$ cat src/rtl/stopwatch_pkg.sv
`default_nettype none
// ---------------------------------------------------------------------------
// stopwatch_pkg : state encoding, BCD limits and the mod-60 BCD increment
// Revision      : 1.0
// ---------------------------------------------------------------------------
package stopwatch_pkg;

    typedef enum logic [1:0] {
        IDLE  = 2'd0,
        RUN   = 2'd1,
        PAUSE = 2'd2,
        LAP   = 2'd3
    } sw_state_t;

    localparam logic [3:0] UNITS_MAX = 4'd9;
    localparam logic [3:0] TENS_MAX  = 4'd5;
    localparam logic [7:0] BCD_59    = 8'h59;

    function automatic logic [7:0] bcd_mod60_inc(input logic [7:0] q);
        logic [7:0] r;
        r = q;
        if (q[3:0] == UNITS_MAX) begin
            r[3:0] = 4'd0;
            r[7:4] = (q[7:4] == TENS_MAX) ? 4'd0 : q[7:4] + 4'd1;
        end else begin
            r[3:0] = q[3:0] + 4'd1;
        end
        return r;
    endfunction

endpackage
`default_nettype wire

$ cat src/rtl/stopwatch_ctrl_if.sv
`default_nettype none
// ---------------------------------------------------------------------------
// stopwatch_ctrl_if : button/tick inputs and display/status outputs
// Revision          : 1.0
// ---------------------------------------------------------------------------
interface stopwatch_ctrl_if;
    logic       tick;
    logic       start_stop;
    logic       lap;
    logic       clear;
    logic [7:0] sec_bcd;
    logic [7:0] min_bcd;
    logic       running;
    logic       frozen;
    logic       overflow;

    modport master (
        output tick, start_stop, lap, clear,
        input  sec_bcd, min_bcd, running, frozen, overflow
    );

    modport slave (
        input  tick, start_stop, lap, clear,
        output sec_bcd, min_bcd, running, frozen, overflow
    );
endinterface
`default_nettype wire

$ cat src/rtl/bcd_mod60_cnt.sv
`default_nettype none
// ---------------------------------------------------------------------------
// bcd_mod60_cnt : one BCD 00..59 counter stage with carry-out
// Revision      : 1.0
// ---------------------------------------------------------------------------
module bcd_mod60_cnt
    import stopwatch_pkg::*;
(
    input  wire logic       clk,
    input  wire logic       reset,
    input  wire logic       en,
    input  wire logic       clr,
    output logic      [7:0] q,
    output logic            co
);

    always_ff @(posedge clk or negedge reset) begin
        if (!reset) begin
            q <= 8'h00;
        end else if (clr) begin
            q <= 8'h00;
        end else if (en) begin
            q <= bcd_mod60_inc(q);
        end
    end

    assign co = en & (q == BCD_59);

endmodule
`default_nettype wire

$ cat src/rtl/stopwatch_ctrl.sv
`default_nettype none
// ---------------------------------------------------------------------------
// stopwatch_ctrl : MM:SS stopwatch sequencer with lap freeze and overflow flag
// Revision       : 1.0
// ---------------------------------------------------------------------------
module stopwatch_ctrl
    import stopwatch_pkg::*;
#(
    parameter bit WRAP     = 1'b1,
    parameter int TICK_DIV = 1
) (
    input  wire logic      clk,
    input  wire logic      reset,
    stopwatch_ctrl_if.slave bus
);

    localparam logic [7:0] c_div_last = 8'(TICK_DIV - 1);

    sw_state_t  r_state;
    sw_state_t  w_state_next;
    logic [7:0] r_div;
    logic [7:0] w_div_next;
    logic [7:0] w_sec;
    logic [7:0] w_min;
    logic       w_sec_co;
    logic       w_min_co;
    logic [7:0] r_snap_sec;
    logic [7:0] r_snap_min;
    logic [7:0] r_sec_disp;
    logic [7:0] r_min_disp;
    logic       r_running;
    logic       r_frozen;
    logic       r_overflow;

    logic       w_counting;
    logic       w_step;
    logic       w_at_max;
    logic       w_hold;
    logic       w_cnt_en;
    logic       w_force_pause;
    logic       w_ovf_set;
    logic       w_snap_take;
    logic [7:0] w_sec_next;
    logic [7:0] w_min_next;
    logic [7:0] w_snap_sec_next;
    logic [7:0] w_snap_min_next;

    assign w_counting = (r_state == RUN) || (r_state == LAP);
    assign w_step     = w_counting & bus.tick & (r_div == c_div_last);
    assign w_at_max   = (w_sec == BCD_59) && (w_min == BCD_59);
    // Saturating build: once at 59:59 the chain never advances again until clear.
    assign w_hold        = (WRAP == 1'b0) && w_at_max;
    assign w_cnt_en      = w_step & ~w_hold;
    assign w_force_pause = w_step & w_hold & ~r_overflow;
    assign w_ovf_set     = w_min_co | (w_step & w_hold);

    bcd_mod60_cnt u_sec (
        .clk   (clk),
        .reset (reset),
        .en    (w_cnt_en),
        .clr   (bus.clear),
        .q     (w_sec),
        .co    (w_sec_co)
    );

    bcd_mod60_cnt u_min (
        .clk   (clk),
        .reset (reset),
        .en    (w_sec_co),
        .clr   (bus.clear),
        .q     (w_min),
        .co    (w_min_co)
    );

    always_comb begin
        w_div_next = r_div;
        if (bus.clear) begin
            w_div_next = 8'd0;
        end else if (w_counting && bus.tick) begin
            w_div_next = (r_div == c_div_last) ? 8'd0 : r_div + 8'd1;
        end
    end

    always_ff @(posedge clk or negedge reset) begin
        if (!reset) begin
            r_state <= IDLE;
        end else begin
            r_state <= w_state_next;
        end
    end

    always_comb begin
        w_state_next = r_state;
        w_snap_take  = 1'b0;
        if (bus.clear) begin
            w_state_next = IDLE;
        end else if (bus.start_stop) begin
            case (r_state)
                IDLE:    w_state_next = RUN;
                RUN:     w_state_next = PAUSE;
                PAUSE:   w_state_next = RUN;
                LAP:     w_state_next = PAUSE;
                default: w_state_next = IDLE;
            endcase
        end else if (w_force_pause) begin
            w_state_next = PAUSE;
        end else if (bus.lap) begin
            if (r_state == RUN) begin
                w_state_next = LAP;
                w_snap_take  = 1'b1;
            end else if (r_state == LAP) begin
                w_state_next = RUN;
            end
        end
    end

    // Next-edge view of live and snapshot values so the display register carries zero extra latency.
    assign w_sec_next      = bus.clear ? 8'h00 : (w_cnt_en ? bcd_mod60_inc(w_sec) : w_sec);
    assign w_min_next      = bus.clear ? 8'h00 : (w_sec_co ? bcd_mod60_inc(w_min) : w_min);
    assign w_snap_sec_next = bus.clear ? 8'h00 : (w_snap_take ? w_sec : r_snap_sec);
    assign w_snap_min_next = bus.clear ? 8'h00 : (w_snap_take ? w_min : r_snap_min);

    always_ff @(posedge clk or negedge reset) begin
        if (!reset) begin
            r_div      <= 8'd0;
            r_snap_sec <= 8'h00;
            r_snap_min <= 8'h00;
            r_sec_disp <= 8'h00;
            r_min_disp <= 8'h00;
            r_running  <= 1'b0;
            r_frozen   <= 1'b0;
            r_overflow <= 1'b0;
        end else begin
            r_div      <= w_div_next;
            r_snap_sec <= w_snap_sec_next;
            r_snap_min <= w_snap_min_next;
            r_sec_disp <= (w_state_next == LAP) ? w_snap_sec_next : w_sec_next;
            r_min_disp <= (w_state_next == LAP) ? w_snap_min_next : w_min_next;
            r_running  <= (w_state_next == RUN) || (w_state_next == LAP);
            r_frozen   <= (w_state_next == LAP);
            r_overflow <= bus.clear ? 1'b0 : (r_overflow | w_ovf_set);
        end
    end

    assign bus.sec_bcd  = r_sec_disp;
    assign bus.min_bcd  = r_min_disp;
    assign bus.running  = r_running;
    assign bus.frozen   = r_frozen;
    assign bus.overflow = r_overflow;

endmodule
`default_nettype wire

$ cat src/flat_wrapper.sv
// flat-port wrapper written by rule: the top's interface ports become plain ports
module stopwatch_ctrl_flat import stopwatch_pkg::*;
#(
    parameter bit WRAP     = 1'b1,
    parameter int TICK_DIV = 1
)
  (clk, reset, bus_tick, bus_start_stop, bus_lap, bus_clear, bus_sec_bcd, bus_min_bcd, bus_running, bus_frozen, bus_overflow);
  stopwatch_ctrl_if bus_i ();
  input  wire logic clk;
  input  wire logic reset;
  input wire logic [$bits(bus_i.tick)-1:0] bus_tick;
  input wire logic [$bits(bus_i.start_stop)-1:0] bus_start_stop;
  input wire logic [$bits(bus_i.lap)-1:0] bus_lap;
  input wire logic [$bits(bus_i.clear)-1:0] bus_clear;
  output wire logic [$bits(bus_i.sec_bcd)-1:0] bus_sec_bcd;
  output wire logic [$bits(bus_i.min_bcd)-1:0] bus_min_bcd;
  output wire logic [$bits(bus_i.running)-1:0] bus_running;
  output wire logic [$bits(bus_i.frozen)-1:0] bus_frozen;
  output wire logic [$bits(bus_i.overflow)-1:0] bus_overflow;
  assign bus_i.tick = bus_tick;
  assign bus_i.start_stop = bus_start_stop;
  assign bus_i.lap = bus_lap;
  assign bus_i.clear = bus_clear;
  assign bus_sec_bcd = bus_i.sec_bcd;
  assign bus_min_bcd = bus_i.min_bcd;
  assign bus_running = bus_i.running;
  assign bus_frozen = bus_i.frozen;
  assign bus_overflow = bus_i.overflow;
  stopwatch_ctrl #(.WRAP(WRAP), .TICK_DIV(TICK_DIV)) u_core (.clk(clk), .reset(reset), .bus(bus_i));
endmodule
$ cat config.mk
export PLATFORM = sky130hd
export DESIGN_NAME = stopwatch_ctrl_flat
export DESIGN_NICKNAME = d
export VERILOG_FILES = /design/src/rtl/stopwatch_pkg.sv /design/src/rtl/stopwatch_ctrl_if.sv /design/src/rtl/bcd_mod60_cnt.sv /design/src/rtl/stopwatch_ctrl.sv /design/src/flat_wrapper.sv
export SDC_FILE = /design/constraint.sdc
export NUM_CORES = 1
export LEC_CHECK = 0
export CAP_MARGIN = 20
export CELL_PAD_IN_SITES_DETAIL_PLACEMENT = 1
export CELL_PAD_IN_SITES_GLOBAL_PLACEMENT = 1
export CORE_MARGIN = 4
export CORE_UTILIZATION = 48
export CTS_CLUSTER_SIZE = 30
export DETAILED_ROUTE_END_ITERATION = 8
export GPL_TIMING_DRIVEN = 0
export PLACE_DENSITY_LB_ADDON = 0.1
export SLEW_MARGIN = 20
export SYNTH_ARGS = -nofsm -noshare
export SYNTH_HDL_FRONTEND = slang
export SYNTH_SLANG_ARGS = --single-unit
$ cat constraint.sdc
create_clock -name clk -period 5.13 [get_ports clk]
set_input_delay 1.026 -clock clk [delete_from_list [all_inputs] [get_ports clk]]
set_output_delay 1.026 -clock clk [all_outputs]
set_load 0.03 [all_outputs]
==> results.ini <==
[clock_tree]
post_cts_buffers = 0
cts_tree = done
cts_num_sinks = 60
clockBufferDepth = 2
cts-root-buf = clkbuf_8
cts_resized = 0
clk_latency_ns = 0.34
cts_hold_buf = 0
numCtsBuffers = 9
htree_num_levels = 3
clk_pin_slew_ns = 0.06

[synthesis]
yosys_warnings = 0
muxShareOfSynthArea_pct = 6.26
synth_nets = 289
yosysTopAreaCell = dfrtp_1
yosysTopAreaCellShare_pct = 53.3
synthSimpleGateAreaFrac_pct = 18.9
synth-compound-area-share_pct = 12.3
synthAdderAreaFrac_pct = 5.33
ys_seq_area_share_pct = 53.3
netlist_area_sq_um = 2820
synth_top_family_by_area = simple AND/OR/NAND/NOR gates
yosys-top-cells-area = dfrtp_1, ha_1, nor2_1
synth_edf_count = 0
syn_inst = 271
yosys.cell_types.count = 41
yosysMostFrequentCell = dfrtp_1
yosys-top-cells-count = dfrtp_1, nor2_1, nand2_1
ys_ff_latch = 60
syn_avg_cell_area_sq_um = 10.4
synth_ff_type = dfrtp_1
synth_xor_area_share_pct = 1.55
ys_async_sr_fraction_pct = 100

[setup_path]
crit_path_end_kind = register
crit_type = input port to register
worst_ep_arrival_time_ns = 3.11
r2r-start = u_core.bus.running
r2r_end = u_core.bus.min_bcd[6]
crit_fanout = 10
worst-r2r-cell-count = 7
r2r_slack_ns = 2.70
required_ns = 5.34
startpoint_type = input port

[finish]
area_growth_pct = 19.5
fin_nets = 325
fin_util_pct = 60.0
drive_gt1_share_pct = 9.29
diodes = 0
filler_cell_count = 643
final_cells = 384

[sta]
worstMarginPinSlew_ns = 0.655
hold_violations = 0
timing.final.crit_share_pct = 56.5
min_period_ns = 2.90
slew_violations = 0
skew_ns = 0.00710
fmax_mhz = 345
setup_tns_ns = 0
relSlewSlack_pct = 56.4
setup_viol = 0
rsz0062_at_grt = no
fin_ws_ns = 2.23

[placed_design]
port_buffers = 24
routabilityCongestion = 0.797
dp_slack_ns = 1.86
dp_hpwl_um = 4580
placed_cells = 368

[power_and_ir_drop]
clock_power_share_pct = 44.7
p_leak_uw = 0.00154
power_density_nw_per_um2 = 289
switchingPower_uw = 228
combPwrFrac_pct = 5.9
power.internal_uw = 744
vdd_drop_max_uv = 193
power_frac_seq_pct = 49.4
switching_share_pct = 23.4

[min_path]
hold_start = u_core.bus.overflow
hold_end = u_core.bus.overflow
holdPathStages = 2
hp-class = register to register

[die]
io_pins = 25
start_util_pct = 50.2
core_sq_um = 5610
die_h_um = 84.6
rows = 27
die_area_sq_um = 7160
die_x_um = 84.6

[global_route]
antenna_found_initial = 0
gr-total-overflow = 0
grt_max_degree = 34
grt_pass1_vias = 2315
grt_pass1_wl_um = 11800
track_usage_pct = 20.9

[run_status]
status = finished clean

[route]
drt_iter0_drc = 62
firstDrtPassIters = 4
vias = 2141
vias_per_cell = 5.58
finalWirelength_um = 6670
drc_errors = 0
wl_per_cell_um = 17.4
antenna_left = 0

[flow_run]
maxCapViolCount = 0

[power groups by stage]
stage | registers [uW] | clock network, uW | logic [uW]
2_1_floorplan | 493 | 0 | 24.3
3_3_place_gp | 489 | 0 | 55.6
3_5_place_dp | 489 | 0 | 58.3
4_1_cts | 480 | 442 | 58.6
5_1_grt | 481 | 470 | 64.4
6_report | 480 | 434 | 57.5
[worst max-delay path by stage]
stage	startpoint	endpoint	slack [ns]
finish	bus_lap	u_core.bus.min_bcd[6]	2.23
global route	bus_lap	u_core.bus.min_bcd[6]	2.04
CTS	bus_lap	u_core.bus.min_bcd[6]	2.20
detailed placement	bus_lap	u_core.bus.min_bcd[6]	1.86
global placement	reset	u_core.r_snap_min[5]	1.09
floorplan	bus_tick	u_core.bus.min_bcd[4]	2.90
[layout make-up]
class,instances,area [sq um],area share (%)
buffer,8,30.0,0.892
timing repair buffer,25,258,7.66
clock buffer,12,155,4.61
tap,72,90.1,2.68
sequential,60,1500,44.6
clock inverter,4,47.5,1.41
multi-input combinational,193,1250,37.0
inverter,10,37.5,1.11
[cell families after synthesis]
group / count (synthesis)
AOI/OAI and AO/OA: 56
xor gates and xnor gates: 5
adders and majority gates: 12
buffers and inverters: 18
DFF: 60
muxes: 17
and+or+nand+nor: 103
[per-layer routing]
metal  vias up  part of all wire [%]  GRT usage [%]
met3        14                   3.8           5.50
met1      1077                    47           29.0
met5         -                     0              0
li1       1013                     -              -
met2        37                    47           32.4
met4         0                   1.8           6.33
[layout by cell type, fill, tap and decap left out, types with 2 or more instances in the layout]
cell type,instances
a21o_1,3
a21oi_1,21
a22o_1,2
a31oi_1,2
and3_1,3
and3b_1,2
buf_1,3
clkbuf_1,6
clkbuf_8,11
clkdlybuf4s50_1,23
clkinv_2,2
dfrtp_1,60
ha_1,12
inv_1,10
mux2_2,4
mux2i_1,12
nand2_1,29
nand2b_1,3
nand3_1,10
nand4_1,4
nor2_1,33
nor2b_1,2
nor3_1,5
nor3b_1,3
o21ai_0,15
o22ai_1,3
o2bb2ai_1,4
xor2_1,5
[per-stage QoR]
step,total power [uW],hold slack [ns],area [sq um]
finish,972,0.514,3370
global route,1020,0.547,3370
CTS,981,0.515,3370
detailed placement,547,0.489,3160
global placement,544,0.487,3150
floorplan,517,0.485,2820
[flip-flops by register name, indices dropped and copies added (netlist names)]
name and count:
u_core.r_snap_sec 8, u_core.r_snap_min 8, u_core.u_min.q 8, u_core.bus.min_bcd 8, u_core.bus.overflow 1, u_core.r_div 8
u_core.bus.sec_bcd 8, u_core.r_state 1, u_core.bus.frozen 1, u_core.bus.running 1, u_core.u_sec.q 8
[worst max-delay path, stage by stage]
cell and delay [ns]:
clkdlybuf4s50_1 0.52, nor2_1 0.05, a21oi_1 0.16, nand3_1 0.31, inv_1 0.34, buf_1 0.46, a21o_1 0.20, a21oi_1 0.05
Power figures use the tool's default switching activity.
